==> src/rtl/matmul_apb_slave.sv <==
// APB3 slave front-end for the matmul accelerator: decodes transfers into CTRL
// accesses, operand/scratchpad buffer strobes and core start commands.
module matmul_apb_slave #(
    parameter int DATA_WIDTH  = 8,
    parameter int BUS_WIDTH   = 16,
    parameter int ADDR_WIDTH  = 16,
    parameter int SP_NTARGETS = 4,
    localparam int MAX_DIM    = BUS_WIDTH / DATA_WIDTH
) (
    input  logic                  clk,
    input  logic                  rst,
    input  logic                  psel,
    input  logic                  penable,
    input  logic                  pwrite,
    input  logic [ADDR_WIDTH-1:0] paddr,
    input  logic [BUS_WIDTH-1:0]  pwdata,
    input  logic [MAX_DIM-1:0]    pstrb,
    output logic [BUS_WIDTH-1:0]  prdata,
    output logic                  pready,
    output logic                  pslverr,
    output logic                  busy,
    output logic                  start,
    output logic [BUS_WIDTH-1:0]  ctrl,
    output logic                  buf_wr_en,
    output logic                  buf_rd_en,
    output logic [ADDR_WIDTH-1:0] buf_addr,
    output logic [BUS_WIDTH-1:0]  buf_wdata,
    output logic [MAX_DIM-1:0]    buf_strb,
    input  logic [BUS_WIDTH-1:0]  buf_rdata,
    input  logic                  core_done
);

    localparam int SUB_ADDRESS_FACTOR = (MAX_DIM > 2) ? 16 : 4;
    localparam int MAX_ADDR = (16 + 4 * SP_NTARGETS) * SUB_ADDRESS_FACTOR;
    localparam logic [ADDR_WIDTH-1:0] MAX_ADDR_L = ADDR_WIDTH'(MAX_ADDR);

    typedef enum logic [1:0] {IDLE, ACCESS, RUN} state_t;

    state_t state;
    logic   setup_busy;   // the current transfer's setup phase saw busy=1

    logic setup, access, addr_ok, is_ctrl, is_buf, xfer;

    assign setup   = psel & ~penable;
    assign access  = psel & penable & pready;
    assign addr_ok = (paddr <= MAX_ADDR_L);
    assign is_ctrl = (paddr == '0);
    assign is_buf  = ~is_ctrl & addr_ok;
    // A transfer with side effects: properly set up while idle, legal address
    assign xfer    = access & (state == ACCESS) & ~busy & ~setup_busy & addr_ok;

    assign buf_addr  = paddr;
    assign buf_wdata = pwdata;
    assign buf_strb  = pstrb;

    // Combinational outputs are forced low during reset so a master still
    // driving psel cannot leak strobes through an asserted rst.
    assign pslverr   = ~rst & ((psel & busy) | (access & (~addr_ok | setup_busy)));
    assign buf_rd_en = ~rst & setup & ~busy & (state == IDLE) & ~pwrite & is_buf;
    assign buf_wr_en = ~rst & xfer & pwrite & is_buf;
    assign prdata    = (~rst & xfer & ~pwrite) ? (is_ctrl ? ctrl : buf_rdata) : '0;

    always_ff @(posedge clk or posedge rst) begin
        if (rst) begin
            state      <= IDLE;
            setup_busy <= 1'b0;
            pready     <= 1'b0;
            busy       <= 1'b0;
            start      <= 1'b0;
            ctrl       <= '0;
        end else begin
            start  <= 1'b0;
            pready <= setup;
            if (setup)
                setup_busy <= busy;
            case (state)
                IDLE: begin
                    if (setup)
                        state <= ACCESS;
                end
                ACCESS: begin
                    state <= IDLE;
                    if (xfer & pwrite & is_ctrl) begin
                        ctrl <= {pwdata[BUS_WIDTH-1:1], 1'b0};
                        if (pwdata[0]) begin
                            start <= 1'b1;
                            busy  <= 1'b1;
                            state <= RUN;
                        end
                    end
                end
                RUN: begin
                    // a done coinciding with our own start pulse is stale
                    if (core_done & ~start) begin
                        busy  <= 1'b0;
                        state <= IDLE;
                    end
                end
                default: state <= IDLE;
            endcase
        end
    end

endmodule

==> config.mk <==
export PLATFORM = sky130hd
export DESIGN_NAME = matmul_apb_slave
export DESIGN_NICKNAME = d
export VERILOG_FILES = /design/src/rtl/matmul_apb_slave.sv
export SDC_FILE = /design/constraint.sdc
export NUM_CORES = 1
export LEC_CHECK = 0
export BUFFER_PORTS_ARGS = -buffer_cell sky130_fd_sc_hd__buf_2
export CORE_ASPECT_RATIO = 2
export CORE_UTILIZATION = 38
export DETAILED_ROUTE_END_ITERATION = 8
export PLACE_DENSITY = 0.87
export SLEW_MARGIN = 30
export SYNTH_ARGS = -nofsm -noshare
export SYNTH_HDL_FRONTEND = slang
export SYNTH_SLANG_ARGS = --single-unit
==> constraint.sdc <==
create_clock -name clk -period 2.4 [get_ports clk]
set_input_delay 0.12 -clock clk [delete_from_list [all_inputs] [get_ports clk]]
set_output_delay 0.12 -clock clk [all_outputs]
set_load 0.02 [all_outputs]
; Word level (Yosys, flattened, before mapping)
; Cells that the tools add are included.
[classes]
muxes = 14
shift = 0
div_mod_pow = 0
order_cmp = 1
n_mul = 0
n_eq_ne = 6
bitwise_logic = 33
addsub = 0
reduce_logical = 6
[ops]
columns = op, count
row1 = 16-bit two-way mux, 2
row2 = 1-bit bitwise AND, 23
row3 = 16-bit by 8-bit less-or-equal comparator with 1-bit output (second input constant), 1
row4 = 16-bit zero test, 1
row5 = 2-bit two-way mux, 4
row6 = 1-bit NOT, 8
row7 = 1-bit two-way mux, 6
row8 = 2-bit != test (second input constant), 3
row9 = 2-bit one-hot mux with 3 select lines, 1
row10 = 2-bit AND reduction, 2
row11 = 4-bit AND reduction, 1
row12 = 2-bit by 1-bit == test with 1-bit output (second input constant), 1
row13 = 2-bit == test (second input constant), 1
row14 = 2-bit zero test, 1
row15 = 2-bit by 1-bit != test with 1-bit output (second input constant), 1
row16 = 1-bit OR, 2
row17 = 1-bit one-hot mux with 2 select lines, 1
row18 = 2-bit nonzero test, 1
[word_totals]
rom_bits = 0
in_bits = 56
out_inout_bits = 72
ramBits = 0
latch_bits = 0
reg_bits = 21
memories = 0
elab_cells = 66

; Logic depth before layout (Yosys ltp)
; Gate-level depths: netlist (run 1).
[logic_depth]
ltp_word = 10
depth_mapped = 6
ltp_nobuf = 4

; Worst setup path before layout (run 1)
; No wires, ideal clock.
[synth_path]
kind = input -> register
from = in paddr[10]
to = reg ctrl[10]
setup_time_ps = 125
cell_stages = 6
path_buffers = 2
path_slack_ps = -37
required_ps = 2275
arrival_ps = 2312
path_cell_list = or4_1 > or4b_1 > buf_6 > nor4_4 > buf_6 > mux2_4
[synth_between]
elab_chain_cells = 5
word_cells_on_any_way = 6
cone_classes = order compare: 1 / bitwise: 3 / reduce/logical: 2
[synth_rtl]
columns = item, line
row1 = from (decl), 15  ; input logic [ADDR_WIDTH-1:0] paddr,
row2 = 16-bit by 8-bit less-or-equal comparator with 1-bit output, 46  ; assign addr_ok = (paddr <= MAX_ADDR_L);
row3 = 1-bit bitwise AND, 50  ; assign xfer = access & (state == ACCESS) & ~busy & ~setup_busy & addr_ok;
row4 = 1-bit bitwise AND, 83  ; if (xfer & pwrite & is_ctrl) begin
row5 = 1-bit bitwise AND (*), 83
row6 = 2-bit AND reduction (no source line) (*), -
row7 = to (signal assigned), 84  ; ctrl <= {pwdata[BUS_WIDTH-1:1], 1'b0};
row8 = to (decl), 23  ; output logic [BUS_WIDTH-1:0] ctrl,
; Every way passes the cells marked *; elsewhere a longest branch is shown, timed or not.
; A chain may end at the register's enable or synchronous reset.

; Worst setup path in the final report (run 1)
[layout_path]
from = in paddr[10]
to = out prdata[11]
[layout_between]
elab_chain_cells = 5
word_cells_on_any_way = 7
cone_classes = order compare: 1 / mux: 2 / bitwise: 3 / reduce/logical: 1
[layout_rtl]
columns = item, line
row1 = 16-bit by 8-bit less-or-equal comparator with 1-bit output, 46
row2 = 1-bit bitwise AND, 50
row3 = 1-bit bitwise AND (2 in series), 61  ; assign prdata = (~rst & xfer & ~pwrite) ? (is_ctrl ? ctrl : buf_rdata) : '0;
row4 = 16-bit two-way mux (*), 61
row5 = to (decl), 18  ; output logic [BUS_WIDTH-1:0] prdata,
; Marks and branches as above.

==> flow_summary.ini, run 1 <==
[power]
power.density_cell_area_nw_per_um2 = 373
share_comb_of_total_power = 0.208
p_int_w = 0.000541
pwr-share-clk = 0.304
vdd_drop_max_uv = 316
switching_share = 0.270
pwr-share-seq = 0.488
power.switching_w = 0.000200
power_leakage_nw = 1.24

[logic_synthesis]
yosys_warnings = 0
yosys_register_bits = 21
post_synth.cell_area_avg_sq_um = 10.4
synth_cell_type_count = 33
synth_sequential_area_ratio = 0.357
synth_fp_nets = 198
post_synth_inst_count = 142
mappedNetlistArea_sq_um = 1470

[layout]
antenna_cells = 0
final_cell_area_sq_um = 1990
drive_gt1_frac = 0.654
design.final.nets = 294
final_util = 0.545
area_delta_synth_final_pct = 35.1

[cts]
cts_tree = done
clock_path_buffers = 2
clock-sinks = 21
cts_post_setup_buffers_inserted = 0
cts.clk_slew.worst_paths_ns = 0.07
tritoncts.num_buffers = 3
clock_insertion_delay_worst_skew_ns = 0.25
ctsRootBufferMaster = clkbuf_8
cts-htree-levels = 1

[drt]
routed_wire_length_per_instance_um = 13.0
avgViaCountPerCell = 4.79
vias = 1370
final_wl_um = 3720
detailed_route_iter0_violations = 15
drcViolationCount = 0
post_drt_antenna_nets = 0
drt_pre_antenna_iters = 2

[grt]
initial_antenna_violation_count = 0
grt.overflow.total = 0
grt_pass1_vias = 1329
grt_first_pass_wirelength_um = 5790
pin_count_of_the_biggest_net_entering_global_routing = 22
track_usage = 0.185

[die]
floorplan.die.height_um = 90.0
rows = 31
initial_utilization = 0.403
die_width_um = 46.0
boundaryPins = 128
design.core.area_sq_um = 3650
dieArea_sq_um = 4140

[timing]
final_hold_viol_count = 0
setup_viol_count_final = 0
tmin_final_ns = 2.29
max_clock_freq_ghz = 0.436
timing.setup.tns_ns = 0
hold_slack_ns = 0.103
rsz0062_at_grt = no
fin_crit_sh = 0.955
finalClockSkew_ns = 0.000684
final-max-slew-violation-count = 0

[setup_path]
criticalPathCategory = input pin to output port
worst_ep_required_time_ns = 2.28
crit_family = simple AND/OR/NAND/NOR gates
crit_buf_inv = 3
largest_fanout_of_any_net_on_the_critical_path = 10
cp_slowest_cell = or4_4
end_kind = output port
timing.critical_path.arrival_ns = 2.17
worst_path_largest_cell_delay_ns = 0.54
launching_element_type_of_the_critical_path = input pin
cp_cell_sequence = buf_2 -> or4_4 -> or3_4 -> or4_4 -> buf_4 -> nor2_1 -> buf_2

[place]
dpl.hpwl_um = 3100
gp_congestion = 0.864
place_area_sq_um = 1910
portBuffers = 122

[min_path]
hold_class = input pin to flop

[run]
drv.max_cap_violation_count = 0

[outcome]
outcome = finished, final reports clean
[area by class of cell]
type / instances / area, sq um
Multi-Input combinational cell: 77 / 656
Inverter: 4 / 15.0
Tap cell: 49 / 61.3
Sequential cell: 21 / 526
Clock buffer: 4 / 45.0
Fill cell: 383 / 1660
Timing Repair Buffer: 131 / 683
[per-layer routing]
metal,track usage,up-vias,part of all wire
li1,-,647,-
met5,0,-,0
met4,0.0784,0,0.015
met2,0.346,75,0.58
met1,0.186,642,0.34
met3,0.0181,6,0.069
[power by group through the flow]
stage          Combinational [W]  Clock (W)  Sequential (W)
6_report                0.000154   0.000225        0.000361
4_1_cts                 0.000154   0.000234        0.000360
5_1_grt                 0.000168   0.000247        0.000362
3_3_place_gp            0.000150          0        0.000368
2_1_floorplan           0.000111          0        0.000368
3_5_place_dp            0.000153          0        0.000368
[timing repair]
| item | in CTS | in global routing |
|---|---|---|
| hold buffers | 1 | 0 |
| hold endpoints to repair | 21 | 0 |
| gates resized for setup | 0 | 6 |
| endpoints found under the setup margin | 0 | 16 |
[cell usage in the layout (no fill, tap or decap)]
master	n
buf_2	121
dfrtp_1	21
nor2_1	16
mux2i_1	15
buf_4	9
mux2_2	8
mux2_4	7
inv_1	4
or4_4	3
nor4_1	3
nand2_1	3
clkbuf_8	3
nand2b_1	2
or4_1	1
o41a_1	1
or3_4	1
or4b_1	1
nor4bb_2	1
nand4_1	1
nor4_4	1
and2_1	1
nand3_1	1
or2_2	1
o211ai_1	1
a21oi_1	1
a2111o_1	1
nor3_1	1
nor4b_1	1
o21ai_0	1
a32o_1	1
nor3b_1	1
o2bb2ai_1	1
conb_1	1
clkbuf_1	1
dlygate4sd3_1	1
[final timing paths]
check / start / to / slack, ns / depth (start not counted)
setup / recovery: paddr[10] / prdata[11] / 0.11 / 7
hold / removal: pwdata[9] / ctrl[9] / 0.10 / 2
setup reg to reg: setup_busy / ctrl[11] / 0.43 / 5
hold reg to reg: state[0] / state[0] / 0.51 / 1
max in group asynchronous: rst / ctrl[14] / 1.69 / 4
min in group asynchronous: rst / pready / 0.49 / 4
[kinds of logic after synthesis]
kind of cell           synth area share
AND/OR/NAND/NOR                   0.153
buffers and inverters             0.212
flip-flops                        0.357
other                           0.00255
AO/OA/AOI/OAI                    0.0400
multiplexers                      0.235
[worst register-to-register path, stage by stage, from the launching register on]
cell and delay [ns]:
dfrtp_1 0.42, or3_4 0.41, buf_4 0.15, nor4_4 0.26, buf_4 0.26, mux2_2 0.36
[Yosys cell counts]
master | count | area [sq um]
nand3_1 | 1 | 5.00
nor4b_1 | 1 | 8.76
clkbuf_1 | 2 | 7.51
nand2b_1 | 2 | 12.5
a2111o_1 | 1 | 11.3
nand4_1 | 1 | 6.26
or4_1 | 4 | 30.0
or3_1 | 1 | 6.26
and2_1 | 1 | 6.26
nor4bb_1 | 1 | 10.0
mux2_2 | 8 | 90.1
buf_6 | 2 | 22.5
nor4_1 | 3 | 18.8
o211ai_1 | 1 | 7.51
nor4_4 | 1 | 21.3
nor2_1 | 16 | 60.1
mux2_4 | 7 | 105
a21oi_1 | 1 | 5.00
o21ai_0 | 1 | 5.00
mux2i_1 | 15 | 150
buf_4 | 35 | 263
dfrtp_1 | 21 | 526
inv_1 | 4 | 15.0
nand2_1 | 3 | 11.3
a32o_1 | 1 | 10.0
o2bb2ai_1 | 1 | 8.76
buf_1 | 1 | 3.75
or2_2 | 1 | 6.26
nor3_1 | 1 | 5.00
conb_1 | 1 | 3.75
or4b_1 | 1 | 10.0
o41a_1 | 1 | 11.3
nor3b_1 | 1 | 7.51
[flip-flops by register name, indices dropped and copies added (netlist names)]
signal,cells
start,1
busy,1
state,2
ctrl,15
pready,1
setup_busy,1
[stage by stage]
step | setup WS (ns) | power [W] | cells
after floorplan | 0.00562 | 0.000479 | 142
after global placement | 0.0564 | 0.000517 | 281
after detailed placement | 0.0236 | 0.000520 | 281
after CTS | 0.0190 | 0.000749 | 286
after global routing | 0.0279 | 0.000777 | 286
final | 0.108 | 0.000741 | 286
Note: power is estimated with default switching activity, not from simulation.
==> run 2, diff against run 1 <==
BUFFER_PORTS_ARGS = default   (was -buffer_cell sky130_fd_sc_hd__buf_2)
CORE_UTILIZATION = 40   (was 38)
DONT_BUFFER_PORTS = 1   (was default)
PLACE_DENSITY = 0.61   (was 0.87)
==> run 2 against run 1 <==
  * Core utilization down 9.4 points
  * Clock power is essentially flat
  * Combinational power decreased by 71%
  * Global-route usage decreased by 2.1 points
  * Critical endpoint is now prdata[9]
  * Clock-buffer cell count stayed put
  * Critical path type is now flop to output port
  * Cell count shrank 34%
==> flow_summary.ini, run 2 (synthesis gave the netlist of run 1 again) <==
[timing]
timing.setup.tns_ns = 0
hold_slack_ns = 0.0117
final-max-slew-violation-count = 0
rsz0062_at_grt = no
postLayoutSetupSlackWorst_ns = 0.0799
max_clock_freq_ghz = 0.431
finalClockSkew_ns = 0.00266
tmin_final_ns = 2.32
setup_viol_count_final = 0
fin_crit_sh = 0.967
final_hold_viol_count = 0

[die]
design.core.area_sq_um = 3450
initial_utilization = 0.426
dieArea_sq_um = 3940
boundaryPins = 128
die_width_um = 44.9
floorplan.die.height_um = 87.7
rows = 30

[layout]
max_reg_flops = 15
drive_gt1_frac = 0.321
registers.top_by_ff_count = ctrl
area_delta_synth_final_pct = 5.87
mostFrequentLayoutCell = buf_4
design.final.nets = 197
mostFrequentLayoutCells = buf_4, dfrtp_1, nor2_1
largest_registers_ranked_by_flip_flop_count = ctrl x15, state x2
antenna_cells = 0

[power]
switching_share = 0.217
pwr-share-clk = 0.359
pwr-share-seq = 0.569
share_comb_of_total_power = 0.071
totalPowerFinal_w = 0.000636
power_leakage_nw = 0.822
p_int_w = 0.000498
vdd_drop_max_uv = 289
power.switching_w = 0.000138
power.density_cell_area_nw_per_um2 = 409

[setup_path]
critPathLaunch = state[1]
end_kind = output port
largest_fanout_of_any_net_on_the_critical_path = 7
criticalPathCategory = flop to output port
worst_r2r_startpoint = state[1]
launching_element_type_of_the_critical_path = flop
timing.critical_path.arrival_ns = 2.20
worst_ep_required_time_ns = 2.28

[run]
drv.max_cap_violation_count = 0

[outcome]
outcome = finished, final reports clean

[cts]
tritoncts.num_buffers = 3
ctsRootBufferMaster = clkbuf_8
cts_post_setup_buffers_inserted = 0
clock_insertion_delay_worst_skew_ns = 0.26
cts-htree-levels = 1
cts_tree = done
clock_path_buffers = 2
cts.clk_slew.worst_paths_ns = 0.07
clock-sinks = 21
post_cts_resized = 0

[grt]
grt.overflow.total = 0
initial_antenna_violation_count = 0
track_usage = 0.164
pin_count_of_the_biggest_net_entering_global_routing = 23
grt_first_pass_wirelength_um = 4770
grt_pass1_vias = 1170

[drt]
final_wl_um = 3300
detailed_route_iter0_violations = 9
routed_wire_length_per_instance_um = 17.5
post_drt_antenna_nets = 0
drcViolationCount = 0
avgViaCountPerCell = 5.43
drt_pre_antenna_iters = 2
vias = 1021

[place]
dpl.hpwl_um = 2610
dpl_worst_slack_ns = 0.133
portBuffers = 0
gp_congestion = 0.797

[min_path]
hold_class = input pin to flop
min-delay-start = pwdata[11]
-- run 2: path summary, 6_finish.rpt --
kind	endpoint	slack, ns	cells past startpoint
setup reg to reg	ctrl[13]	0.27	5
max in group asynchronous	ctrl[2]	1.83	3
min in group asynchronous	state[1]	0.34	3
hold reg to reg	state[0]	0.51	1
setup / recovery	prdata[9]	0.08	6
hold / removal	ctrl[11]	0.01	1
-- run 2: final cells by class --
class                           instances  area, sq um
Inverter                                4         15.0
Timing Repair Buffer                   34          278
Sequential cell                        21          526
Tap cell                               48         60.1
Fill cell                             358         1900
Clock buffer                            4         45.0
Multi-Input combinational cell         77          633
-- run 2: critical path: stages (launching register included) --
cell	delay, ns
dfrtp_1	0.41
nor4bb_1	0.45
nand3_1	0.12
or4_1	0.51
buf_4	0.19
nor2_1	0.12
buf_4	0.16
-- run 2: layer usage --
| metal | track usage | vias up | share of wire |
|---|---|---|---|
| met5 | 0 | - | 0 |
| met3 | 0.0309 | 8 | 0.089 |
| met1 | 0.145 | 471 | 0.31 |
| met4 | 0.0854 | 0 | 0.015 |
| li1 | - | 451 | - |
| met2 | 0.324 | 91 | 0.59 |
-- run 2: power by group through the flow --
stage / Sequential, W / Combinational [W] / Clock [W]
finish: 0.000362 / 0.0000454 / 0.000228
CTS: 0.000362 / 0.0000440 / 0.000241
floorplan: 0.000368 / 0.000111 / 0
detailed placement: 0.000369 / 0.0000343 / 0
global placement: 0.000369 / 0.0000328 / 0
global route: 0.000362 / 0.0000503 / 0.000254
-- run 2: timing repair --
action / 4_1_cts / 5_1_grt
hold buffers: 7 / 2
endpoints found under the setup margin: 0 / 0
endpoints found under the hold margin: 29 / 2
-- run 2: metrics by stage --
stage	area (sq um)	std cells	utilization
after floorplan	1470	142	-
after detailed placement	1420	175	0.412
after global routing	1560	188	0.451
final	1560	188	0.451
after global placement	1420	175	0.412
after CTS	1540	186	0.445
